**src/rtl/conv_mac_sequencer.sv**
```systemverilog
// Sequencer driving one shared MAC PE over a valid-mode IMG x IMG / K x K convolution.
// Optional busy-cycle counter on cyc_cnt enabled by defining SEQ_PERF_CNT_EN.
module conv_mac_sequencer #(
  parameter int DW  = 8,
  parameter int IMG = 4,
  parameter int K   = 3
) (
  input  logic                                            clk,
  input  logic                                            rst,
  input  logic                                            start,
  output logic                                            busy,
  output logic                                            done,
  output logic                                            mem_re,
  output logic [((IMG*IMG > 1) ? $clog2(IMG*IMG) : 1)-1:0] img_addr,
  output logic [((K*K > 1) ? $clog2(K*K) : 1)-1:0]         flt_addr,
  output logic                                            pe_vld,
  output logic                                            pe_first,
  output logic                                            pe_last,
  input  logic                                            pe_res_vld,
  input  logic [DW-1:0]                                   pe_res,
  output logic                                            out_valid,
  input  logic                                            out_ready,
  output logic [(((IMG-K+1)*(IMG-K+1) > 1) ? $clog2((IMG-K+1)*(IMG-K+1)) : 1)-1:0] out_idx,
  output logic [DW-1:0]                                   out_data,
  output logic [15:0]                                     cyc_cnt
);
  localparam int OUT = IMG - K + 1;
  localparam int IAW = (IMG*IMG > 1) ? $clog2(IMG*IMG) : 1;
  localparam int FAW = (K*K > 1) ? $clog2(K*K) : 1;
  localparam int OAW = (OUT*OUT > 1) ? $clog2(OUT*OUT) : 1;
  localparam int CW  = $clog2(IMG + 1);
  localparam logic [CW-1:0] KM1  = CW'(K - 1);
  localparam logic [CW-1:0] OM1  = CW'(OUT - 1);
  localparam logic [CW-1:0] ONE  = CW'(1);
  localparam logic [CW-1:0] ZERO = CW'(0);

  typedef enum logic [2:0] {
    IDLE  = 3'd0,
    RUN   = 3'd1,
    WAIT  = 3'd2,
    WRITE = 3'd3,
    DONE  = 3'd4
  } state_t;

  state_t state_r, state_s;
  logic [CW-1:0] orow_r, ocol_r, kr_r, kc_r;
  logic [CW-1:0] orow_s, ocol_s, kr_s, kc_s;
  logic busy_r, done_r, mem_re_r, tap_first_r, tap_last_r;
  logic pe_vld_r, pe_first_r, pe_last_r, out_valid_r;
  logic [IAW-1:0] img_addr_r;
  logic [FAW-1:0] flt_addr_r;
  logic [OAW-1:0] out_idx_r;
  logic [DW-1:0]  out_data_r;
  logic           run_s;

  function automatic logic [IAW-1:0] img_addr_f(input logic [CW-1:0] orow, ocol, kr, kc);
    return IAW'((32'(orow) + 32'(kr)) * 32'(IMG) + 32'(ocol) + 32'(kc));
  endfunction

  function automatic logic [FAW-1:0] flt_addr_f(input logic [CW-1:0] kr, kc);
    return FAW'(32'(kr) * 32'(K) + 32'(kc));
  endfunction

  function automatic logic [OAW-1:0] out_idx_f(input logic [CW-1:0] orow, ocol);
    return OAW'(32'(orow) * 32'(OUT) + 32'(ocol));
  endfunction

  // Next-state and tap/pixel counter advance; kc inner, kr outer, ocol inner, orow outer
  always_comb begin
    state_s = state_r;
    orow_s  = orow_r;
    ocol_s  = ocol_r;
    kr_s    = kr_r;
    kc_s    = kc_r;
    case (state_r)
      IDLE: begin
        if (start) state_s = RUN;
        else       state_s = IDLE;
      end
      RUN: begin
        if (kc_r == KM1) begin
          kc_s = ZERO;
          if (kr_r == KM1) begin
            kr_s    = ZERO;
            state_s = WAIT;
          end else begin
            kr_s = kr_r + ONE;
          end
        end else begin
          kc_s = kc_r + ONE;
        end
      end
      WAIT: begin
        if (pe_res_vld) state_s = WRITE;
        else            state_s = WAIT;
      end
      WRITE: begin
        if (out_ready) begin
          if (ocol_r == OM1) begin
            ocol_s = ZERO;
            if (orow_r == OM1) begin
              orow_s  = ZERO;
              state_s = DONE;
            end else begin
              orow_s  = orow_r + ONE;
              state_s = RUN;
            end
          end else begin
            ocol_s  = ocol_r + ONE;
            state_s = RUN;
          end
        end else begin
          state_s = WRITE;
        end
      end
      DONE: state_s = IDLE;
      default: begin
        state_s = IDLE;
        orow_s  = ZERO;
        ocol_s  = ZERO;
        kr_s    = ZERO;
        kc_s    = ZERO;
      end
    endcase
    run_s = (state_s == RUN);
  end

  // State and counters; outputs are registered from the next-state view so they align with state
  always_ff @(posedge clk or posedge rst) begin
    if (rst) begin
      state_r     <= IDLE;
      orow_r      <= ZERO;
      ocol_r      <= ZERO;
      kr_r        <= ZERO;
      kc_r        <= ZERO;
      busy_r      <= 1'b0;
      done_r      <= 1'b0;
      mem_re_r    <= 1'b0;
      img_addr_r  <= {IAW{1'b0}};
      flt_addr_r  <= {FAW{1'b0}};
      tap_first_r <= 1'b0;
      tap_last_r  <= 1'b0;
      pe_vld_r    <= 1'b0;
      pe_first_r  <= 1'b0;
      pe_last_r   <= 1'b0;
      out_valid_r <= 1'b0;
    end else begin
      state_r     <= state_s;
      orow_r      <= orow_s;
      ocol_r      <= ocol_s;
      kr_r        <= kr_s;
      kc_r        <= kc_s;
      busy_r      <= (state_s == RUN) || (state_s == WAIT) || (state_s == WRITE);
      done_r      <= (state_s == DONE);
      mem_re_r    <= run_s;
      img_addr_r  <= run_s ? img_addr_f(orow_s, ocol_s, kr_s, kc_s) : {IAW{1'b0}};
      flt_addr_r  <= run_s ? flt_addr_f(kr_s, kc_s) : {FAW{1'b0}};
      tap_first_r <= run_s && (kr_s == ZERO) && (kc_s == ZERO);
      tap_last_r  <= run_s && (kr_s == KM1) && (kc_s == KM1);
      pe_vld_r    <= mem_re_r;
      pe_first_r  <= tap_first_r;
      pe_last_r   <= tap_last_r;
      out_valid_r <= (state_s == WRITE);
    end
  end

  // Result capture; held stable through WRITE until the sink accepts it
  always_ff @(posedge clk or posedge rst) begin
    if (rst) begin
      out_data_r <= {DW{1'b0}};
      out_idx_r  <= {OAW{1'b0}};
    end else if ((state_r == WAIT) && pe_res_vld) begin
      out_data_r <= pe_res;
      out_idx_r  <= out_idx_f(orow_r, ocol_r);
    end else begin
      out_data_r <= out_data_r;
      out_idx_r  <= out_idx_r;
    end
  end

`ifdef SEQ_PERF_CNT_EN
  logic [15:0] cyc_cnt_r;

  // Busy-cycle counter: cleared on accepted start, saturating, held after done
  always_ff @(posedge clk or posedge rst) begin
    if (rst) begin
      cyc_cnt_r <= 16'd0;
    end else if ((state_r == IDLE) && start) begin
      cyc_cnt_r <= 16'd0;
    end else if (busy_r && (cyc_cnt_r != 16'hFFFF)) begin
      cyc_cnt_r <= cyc_cnt_r + 16'd1;
    end else begin
      cyc_cnt_r <= cyc_cnt_r;
    end
  end

  assign cyc_cnt = cyc_cnt_r;
`else
  assign cyc_cnt = 16'd0;
`endif

  assign busy      = busy_r;
  assign done      = done_r;
  assign mem_re    = mem_re_r;
  assign img_addr  = img_addr_r;
  assign flt_addr  = flt_addr_r;
  assign pe_vld    = pe_vld_r;
  assign pe_first  = pe_first_r;
  assign pe_last   = pe_last_r;
  assign out_valid = out_valid_r;
  assign out_idx   = out_idx_r;
  assign out_data  = out_data_r;

endmodule

```
**config.mk**
```make
export PLATFORM = sky130hd
export DESIGN_NAME = conv_mac_sequencer
export DESIGN_NICKNAME = d
export VERILOG_FILES = /design/src/rtl/conv_mac_sequencer.sv
export SDC_FILE = /design/constraint.sdc
export NUM_CORES = 1
export LEC_CHECK = 0
export CELL_PAD_IN_SITES_DETAIL_PLACEMENT = 0
export CELL_PAD_IN_SITES_GLOBAL_PLACEMENT = 1
export CORE_MARGIN = 2
export CORE_UTILIZATION = 41
export DETAILED_ROUTE_END_ITERATION = 6
export GPL_ROUTABILITY_DRIVEN = 0
export PLACE_DENSITY_LB_ADDON = 0.2
export SYNTH_ARGS = -nofsm -noshare
export SYNTH_HDL_FRONTEND = slang
export SYNTH_SLANG_ARGS = --single-unit
```
**constraint.sdc**
```tcl
create_clock -name clk -period 11.85 [get_ports clk]
set_clock_uncertainty 0.05 [all_clocks]
set_input_delay 2.37 -clock clk [delete_from_list [all_inputs] [get_ports clk]]
set_output_delay 2.37 -clock clk [all_outputs]
set_load 0.01 [all_outputs]
```
; Word-level counts from Yosys, hierarchy flattened
; Cells that the tools add are included.
[classes]
n_addsub = 9
n_mul = 1
n_eq_ne = 14
n_mux = 22
reduce_logical = 12
[op_table]
columns = cell, n
row1 = two-way mux 3 bit, 13
row2 = "equality test 3 x 2 -> 1 bit, second input constant", 8
row3 = case mux 3 bit (2 select lines), 4
row4 = "adder 3 x 1 -> 3 bit, second input constant", 4
row5 = adder 4 x 3 -> 4 bit, 3
row6 = "equality test 3 x 1 -> 1 bit, second input constant", 4
row7 = case mux 3 bit (4 select lines), 1
row8 = zero test 3 bit, 3
row9 = two-way mux 4 bit, 2
row10 = OR reduction 4 bit, 2
row11 = "equality test 3 bit, second input constant", 2
row12 = logical AND 1 bit, 5
row13 = adder 2 bit, 2
row14 = "multiplier 3 x 2 -> 4 bit, second input constant", 1
row15 = logical OR 1 bit, 2
row16 = two-way mux 1 bit, 2
[word_totals]
regBits = 42
in_bits = 13
output_inout_bits = 41
word_cells = 76

; Logic depth before layout (Yosys ltp)
[depth]
word_depth = 9
mapped_depth = 15
depth_no_buf = 14

; Least setup slack after synthesis
; OpenSTA, ideal clock, no wires.
[synth_timing]
kind = input port to flip-flop
from = input out_ready
to = register img_addr_r[3], in the netlist img_addr[3]
setup_time_ns = 0.073
t_arrival_ns = 5.276
t_required_ns = 11.727
slack_ns = 6.451
path_stages = 14
n_path_buf = 1
cell_sequence = nor4bb_1 > clkbuf_1 > nor2_1 > o21ai_0 > o21ai_0 > ha_1 > inv_1 > fa_1 > fa_1 > xnor2_1 > xnor2_1 > or3_1 > a211o_1 > a21oi_2
[synth_between]
elab_chain_len = 6
elab_cells_between_ends = 11
cone_classes = 3 x add/sub / 1 x eq/ne / 7 x mux
[synth_rtl]
columns = element, line_no
row1 = start: declaration, 22  ; input logic out_ready,
row2 = two-way mux 3 bit, 98  ; if (out_ready) begin
row3 = case mux 3 bit (2 select lines), 75  ; case (state_r)
row4 = named net orow_s[0], 47  ; logic [CW-1:0] orow_s, ocol_s, kr_s, kc_s;
row5 = adder 2 bit, 57  ; return IAW'((32'(orow) + 32'(kr)) * 32'(IMG) + 32'(ocol) + 32'(kc));
row6 = adder 4 x 3 -> 4 bit (2 in a row), 57
row7 = two-way mux 4 bit, 156  ; img_addr_r <= run_s ? img_addr_f(orow_s, ocol_s, kr_s, kc_s) : {IAW{1'b0}};
row8 = end signal: assignment, 139  ; img_addr_r <= {IAW{1'b0}};
row9 = end signal: assignment, 156
row10 = end: declaration, 50  ; logic [IAW-1:0] img_addr_r;
; The timed path passes the listed nets, and every way through them passes these cells.
; A chain may end at the register's enable or synchronous reset.

; Worst setup path after layout
; Same ends and word-level chain as after synthesis.

==> results.cfg <==
[worst_setup_path]
endpoint_kind = flop
startpoint = out_ready
reg2reg_slack_ps = 7630
worstSetupStartpointType = primary input
reg2reg_depth = 14
r2r_start = kc_r[2]
cp_max_fo = 7
r2r-end = img_addr[3]
arrival_ps = 6410
cp.required_ps = 12030
crit_end = img_addr[3]
path_class = primary input to flop

[global_routing]
grt_antenna_before_repair = 0
grt_pass1_vias = 1529
grt_pass1_wl_um = 7631
grt_overflow_total = 0
grtUsageTotal = 0.1590
grt_max_degree = 43

[layout]
n_antenna_cell = 0
fillers = 517
layout-drive-gt1-share = 0.1073
layout.nets = 286
stdcell_count = 333
final_area_sq_um = 2769
areaGrowthSynthToFinish_pct = 19.11
final_util = 0.5028

[cts]
cts.clk_slew.worst_paths_ps = 80
cts_setup_buffers = 0
cts_resized = 0
ctsHtreeMaxLevel = 2
hold_buffers = 0
cts-root-buf = clkbuf_8
cts.path.max_buffers = 2
cts_made_buffers = 5
clock_latency_ps = 290
cts.sinks = 42
cts_tree = built

[synth]
synth_simple_gate_area_frac = 0.1512
synth_top_family_by_area = simple AND/OR/NAND/NOR gates
synth-edff-count = 0
ys_ff_latch = 42
synth_mux_area_frac = 0.04844
synth_area_per_cell_sq_um = 10.38
synthDistinctLibCells = 50
synthesis.area_sq_um = 2325
async_flop_share = 1.000
syn_inst = 224
synth_top_area_cell = dfrtp_1
synth-main-ff-cell = dfrtp_1
synth-xor-area-share = 0.02637
yosysWarnings = 0
synthDominantCellAreaShare = 0.4521
synthTopCellsByArea = dfrtp_1 45%, buf_4 5.2%, mux2_2 4.8%, fa_1 4.3%, ha_1 4.3%
ys_seq_area_frac = 0.4521
synth_fa_ha_area_frac = 0.09042
synth_compound_area_frac = 0.1292

[power]
powerDensity_nw_per_um2 = 283.7
leakagePower_nw = 1.209
ir_drop_v = 0.0001564

[flow_run]
maxCapViolations = 0

[routing]
dr_total_vias = 1655
drc = 0
wl_met2_um = 2182
drt_iter0_markers = 99
met1Wirelength_um = 2038
post_drt_wl_per_cell_um = 13.41
dr_wl_met3_um = 191
drt_pass1_iterations = 4
top_layer = met4
drt-vias-per-instance = 4.970
wl_um = 4464
antenna_left = 0

[sta]
timing.fmax_ghz = 0.1604
setup_tns_ps = 0
grt_setup_unrepaired = false
fin_crit_sh = 0.5260
finalSetupViolCount = 0
period_needed_ps = 6234
finalHoldWorstSlack_ps = 303.8
slew_viol_final = 0
tightest_slew_ps = 906.4
relSlewSlack = 0.3875
final_hold_viol_count = 0

[floorplan]
die-area_sq_um = 6288
die_w_um = 79.30
start_util = 0.4222
fp.dieH_um = 79.30
core_sq_um = 5507
io_pins = 54
rows = 27

[place]
dpl_cell_area_sq_um = 2683
dp_hpwl_um = 3292
portBuffers = 37
dp_cells = 325

[status]
status = finished, final reports clean

[worst_hold_path]
min_delay_path_depth = 0
hold_class = flop to flop
[cells in the final DEF, fill, tap and decap left out, drive strengths merged, types with 8 or more instances in the layout]
cell / netlist / layout
nand2: 12 / 12
mux2: 10 / 10
a21oi: 10 / 10
ha: 8 / 8
inv: 18 / 18
dfrtp: 42 / 42
clkdlybuf4s50: 0 / 37
nor2: 9 / 9
and2: 9 / 9
o21ai: 17 / 17
conb: 1 / 16
[where the power goes]
group | total [mW] | internal [mW] | switching (mW)
clock network | 0.0923 | 0.0416 | 0.0506
registers | 0.250 | 0.202 | 0.0481
logic | 0.443 | 0.224 | 0.219
[worst max-delay path, cell delays in order]
cell	delay (ps)
clkdlybuf4s50_1	570
nor4bb_1	750
nor2_1	80
o21ai_0	160
o21ai_0	160
ha_1	330
inv_1	70
fa_1	430
fa_1	440
xnor2_1	140
xnor2_1	130
or3_1	330
a211o_1	310
a21oi_2	120
[synthesized netlist by cell type (all sizes together) (2+ instances only)]
master,number
xnor2,5
a21o,2
fa,5
o21a,2
or3,2
a32oi,2
nor2b,5
nor3b,2
a31oi,4
mux2,10
or2,2
xor2,2
nand4,3
dfrtp,42
inv,18
o21ai,17
buf,19
a21oi,10
nor2,9
and2,9
nand2,12
nand3,5
nor3,6
clkbuf,5
ha,8
[metrics by stage]
stage	setup WS, ps	power (mW)
after detailed placement	5329	0.7049
after CTS	5637	0.8026
after floorplan	6451	0.5730
after global placement	5436	0.7062
after global routing	5264	0.8836
final	5616	0.7854
[final cells by class]
class	instances	area, sq um	share of cell area
multi-input combinational	155	1096	0.3958
sequential	42	1051	0.3796
clock inverter	2	13.76	0.004971
tap	72	90.09	0.03253
clock buffer	6	72.57	0.02621
inverter	18	67.56	0.02440
timing repair buffer	38	377.9	0.1365
[worst min-delay path by stage]
stage	from	endpoint	slack, ps
finish	tap_first_r	pe_first	300
global route	tap_first_r	pe_first	320
CTS	tap_first_r	pe_first	310
detailed placement	tap_first_r	pe_first	290
global placement	tap_last_r	pe_last	290
floorplan	tap_first_r	pe_first	280
[state kept, by name, indices dropped and copies added (netlist names)]
register / flops
busy: 1
done: 1
flt_addr: 4
img_addr: 4
kc_r: 3
kr_r: 3
mem_re: 1
ocol_r: 3
orow_r: 3
out_data: 8
out_idx: 2
out_valid: 1
pe_first: 1
pe_last: 1
pe_vld: 1
state_r: 3
tap_first_r: 1
tap_last_r: 1
[cells by family (layout without fill, tap and decap cells)]
group | count (synthesis) | in the layout
multiplexers | 10 | 10
flip-flops | 42 | 42
AO/OA/AOI/OAI | 46 | 46
buffers and inverters | 42 | 64
other | 1 | 16
AND/OR/NAND/NOR | 62 | 62
XOR/XNOR | 7 | 7
adder cells (fa/ha/maj) | 14 | 14
[routing by layer]
layer	vias up	track usage
met5	-	0
met4	0	0.05172
met3	5	0.03864
met2	43	0.2517
met1	795	0.2144
li1	812	-
Power figures use the tool's default switching activity.
